<file path="src/rtl/mux_2to1.sv">
`default_nettype none
// ============================================================================
//  Module   : mux_2to1
//  Purpose  : Two-input selector with a combinational output, a registered
//             copy of that output and a saturating select-change counter.
//  Revision : 1.0  initial release
// ============================================================================
module mux_2to1 #(
  parameter int WIDTH = 1,
  parameter int CNT_W = 8
) (
  input  logic [WIDTH-1:0] a,
  input  logic [WIDTH-1:0] b,
  output logic [WIDTH-1:0] y,
  input  logic             s,
  input  logic             clk,
  input  logic             rst,
  output logic [WIDTH-1:0] y_q,
  output logic [CNT_W-1:0] sel_chg
);

  // Previous sampled value of the select line, used to detect changes.
  logic s_q;

  // Counter is full when every bit is set; it must hold there, never wrap.
  logic cnt_full;
  assign cnt_full = &sel_chg;

  // Select the data source; an unknown select propagates as unknown data
  // so that neither input is silently favoured in simulation.
  always_comb begin
    y = '0;
    case (s)
      1'b0:    y = a;
      1'b1:    y = b;
      default: y = 'x;
    endcase
  end

  // Capture the selected data and track select-line changes.
  always_ff @(posedge clk or posedge rst) begin
    if (rst) begin
      y_q     <= '0;
      s_q     <= 1'b0;
      sel_chg <= '0;
    end else begin
      y_q <= y;
      s_q <= s;
      if ((s != s_q) && !cnt_full) begin
        sel_chg <= sel_chg + CNT_W'(1);
      end
    end
  end

endmodule
`default_nettype wire

</file>
<file path="config.mk">
export PLATFORM = sky130hd
export DESIGN_NAME = mux_2to1
export DESIGN_NICKNAME = d
export VERILOG_FILES = /design/src/rtl/mux_2to1.sv
export SDC_FILE = /design/constraint.sdc
export NUM_CORES = 1
export LEC_CHECK = 0
export CORE_AREA = 4 4 41 43
export CTS_BUF_LIST = sky130_fd_sc_hd__clkbuf_8
export DETAILED_ROUTE_END_ITERATION = 8
export DIE_AREA = 0 0 45 47
export GPL_TIMING_DRIVEN = 0
export PLACE_DENSITY_LB_ADDON = 0.15
export SETUP_SLACK_MARGIN = 0.02
export SLEW_MARGIN = 40
export SYNTH_ARGS = -nofsm -noshare
export SYNTH_HDL_FRONTEND = slang
export SYNTH_SLANG_ARGS = --single-unit
</file>
<file path="constraint.sdc">
create_clock -name clk -period 2 [get_ports clk]
set_input_delay 0.6 -clock clk [delete_from_list [all_inputs] [get_ports clk]]
set_output_delay 0.6 -clock clk [all_outputs]
set_load 0.05 [all_outputs]
</file>
[Word-level counts from Yosys, hierarchy flattened]
Cells that the tools add are included.
Widths: inputs -> output; s select.
Storage, ports and cells
  register bits after elaboration: 10
  bits in latches: 0
  input bits: 5
  word-level logic and storage cells: 10
  memories kept: 0
  output and inout bits: 10
  memory bits (read-only): 0
  memory bits (writable): 0
Cells by class
  $add $sub $neg: 1
  order comparisons: 0
  shift operators: 0
  mux-type cells: 1
  multipliers: 0
  divide/modulo/power cells: 0
  reduce and logical (&&, ||, !) cells: 3
  equality and inequality tests: 1
  bitwise logic cells: 1
Operators with widths (count)
  $add 8x1->8 const B: 1
  $reduce_and 8->1: 1
  $pmux 1 s2: 1
  $logic_and 1x1->1: 1
  $logic_not 1->1: 1
  $ne 1x1->1: 1
  $not 1->1: 1

[Logic depth before layout (Yosys ltp)]
  word-level depth: 3
  mapped depth: 4
  gate-level depth less buffers: 4

[Least setup slack after synthesis]
Ideal clock, no wire load.
  kind: register -> register
  start: reg sel_chg[0]
  end: reg sel_chg[6]
  clock period less this slack: 1.787 ns
  buffers on the path: 0
  cell stages (with the launch flop): 5
  setup slack: 0.213 ns
  arrival: 1.663 ns
  required time: 1.875 ns
  path through: dfrtp_1 ha_1 nand3_1 nor3_1 mux2_2
On the way
  longest elaborated chain between the ends: 3
  elaborated cells on any way between the ends: 4
Ends and longest elaborated chain
  from (decl): line 19  | output logic [CNT_W-1:0] sel_chg
  from (signal assigned): line 50  | sel_chg <= sel_chg + CNT_W'(1);
  parallel branches: the longest is 3 deep, another holds $add 8x1->8
Parallel ways; which one is timed is not known.
A chain may end at the register's enable or synchronous reset.

[Worst setup path after layout]
  start: reg y_q
  end: out y_q
RTL lines
  from (decl): line 18  | output logic [WIDTH-1:0] y_q,
  from (signal assigned): line 47  | y_q <= y;
No word-level cell between the ends.

==> flow_summary.toml <==
[floorplanning]
rows = 13
die-area_um2 = 2120
die_x_um = 45
die_h_um = 47
start_util = 0.381
core_area_um2 = 1300
ioPinCount = 15

[global_route]
antenna_found_initial = 0
grt_max_degree = 11
gr-usage-all-layers = 0.110
grt_overflow_total = 0
grt_pass1_vias = 361
grt_pass1_wl_mm = 1.61

[clock_tree]
clk_pin_slew_ps = 50
cts_buffers = 3
clk_latency_ps = 230
cts_tree = "built"
clockBufferDepth = 2
numClockSinks = 10
clockRootBuffer = "clkbuf_8"
h-tree-depth = 1

[sta]
rsz0062_at_grt = "no"
setup_slack_ps = 63.3
drv_slew = 0
max_freq_mhz = 516
hold_viol_final = 0
period_minus_slack_ps = 1940
maxSlewHeadroom = 0.669
fin_skew_ps = 0.882
setup_viol_count_final = 0
fin_crit_sh = 0.968
tns_ps = 0
tightest_slew_ps = 495

[worst_setup_path]
cpPeakStageDelay_ps = 790
end_kind = "output pin"
path_cells = "clkdlybuf4s50_1"
slowest_stage = "clkdlybuf4s50_1"
critPathBufInv = 1
start_kind = "flop"
path_max_fanout = 1
worstPathArrival_ps = 1340
crit_required_ps = 1400
crit_type = "reg2out"
reg2reg_slack_ps = 450
crit_family = "buffers and inverters"

[cells_and_area]
multi_input_area_um2 = 245
synthToLayoutAreaGrowth_pct = 42.9
register_area_um2 = 250
layout.nets = 67
final_common_cell = "dfrtp_1"
final_area_um2 = 708
diodes = 0
final_cell_mix = "10 x dfrtp_1, 8 x dlygate4sd2_1, 4 x clkbuf_8"
num-fill-cells = 142
drive_gt1_frac = 0.217

[detailed_routing]
drtIter0Drc = 2
drc = 0
ant_nets = 0
routedWlPerCell_um = 12.9
route.vias.total = 387
drtPass1Iterations = 2
wirelength_um = 969
vias_per_cell = 5.16

[placement]
postPlaceCellArea_um2 = 654
place_hpwl_um = 710
pre_cts_ws_ps = -868
port_buffers = 14
place_congestion = 0.687

[hold_path]
hold_path.class = "reg2reg"

[synth]
synth_top_area_share = 0.505
synthTopCellsByArea = "dfrtp_1 51%, mux2_2 6.8%, xnor2_1 5.3%"
syn_nets = 48
yosys_warnings = 0
avgSynthCellArea_um2 = 11.8
ys_seq_area_frac = 0.505
syn_inst = 42
synth_top_area_cell = "dfrtp_1"
synth.distinct_cells = 24
synth_area_um2 = 495
synth-seq-cells = 10

[run]
max_cap_violations = 0

[pwr]
p_leak_nw = 0.342
p_per_area_nw_per_um2 = 1660
vdd_drop_max_mv = 0.658

[status]
status = "finished clean"
kinds of logic (layout without fill, tap and decap cells):
group	after synthesis	in the layout	synth area share
and+or+nand+nor	13	13	0.146
DFF	10	10	0.505
AOI/OAI and AO/OA	8	8	0.109
muxes	5	5	0.121
xor gates and xnor gates	4	4	0.0859
adders and majority gates	1	1	0.0252
buffers and inverters	1	19	0.00757
path summary, 6_finish.rpt:
path	from	to	cells past startpoint
max reg2reg	sel_chg[0]	sel_chg[6]	4
min	sel_chg[0]	sel_chg[0]	1
min reg2reg	sel_chg[0]	sel_chg[0]	1
max	y_q	y_q	1
min in group asynchronous	rst	s_q	2
max in group asynchronous	rst	sel_chg[3]	2
flip-flops by register name, summed over array words and instances (netlist names):
register / count
s_q: 1
sel_chg: 8
y_q: 1
layer usage:
metal,track usage,routed length (um),vias to the layer above
li1,-,-,192
met1,0.139,461,185
met2,0.161,453,10
met3,0.0460,54,0
met4,0.0526,0,0
met5,0,0,-
cells in the mapped netlist:
master    instances
a21boi_0          1
a21oi_1           2
a31oi_1           1
a41oi_1           1
and3_1            2
and3_2            1
and4_1            1
dfrtp_1          10
ha_1              1
inv_1             1
mux2_1            1
mux2_2            3
mux2_4            1
nand2_1           2
nand2b_1          1
nand3_1           3
nand4_1           1
nor2_1            1
nor3_1            1
o211ai_1          1
o21ai_0           1
o21ai_2           1
xnor2_1           3
xor2_2            1
per-stage QoR:
stage               cells  hold slack [ps]  utilization  total power, mW
floorplan              42              440            -            0.782
global route           75              562        0.544             1.26
finish                 75              537        0.544             1.18
global placement       71              525        0.503            0.977
detailed placement     71              528        0.503            0.985
CTS                    75              539        0.538             1.19
repair_timing:
action,4_1_cts,5_1_grt
resized for setup,17,5
endpoints found under the setup margin,9,1
setup buffers,0,0
hold buffers,0,0
report_power, final:
part | switching [mW] | internal [mW]
logic | 0.371 | 0.183
clock network | 0.0748 | 0.173
registers | 0.0978 | 0.278
total | 0.544 | 0.633
final cells by class:
| type | count | area share |
|---|---|---|
| multi-input cells | 31 | 0.346 |
| inverters | 1 | 0.00530 |
| repair buffers | 14 | 0.191 |
| flip-flops and latches | 10 | 0.353 |
| clock buffers | 4 | 0.0777 |
| well taps | 15 | 0.0265 |
(Power assumes the default switching activity.)
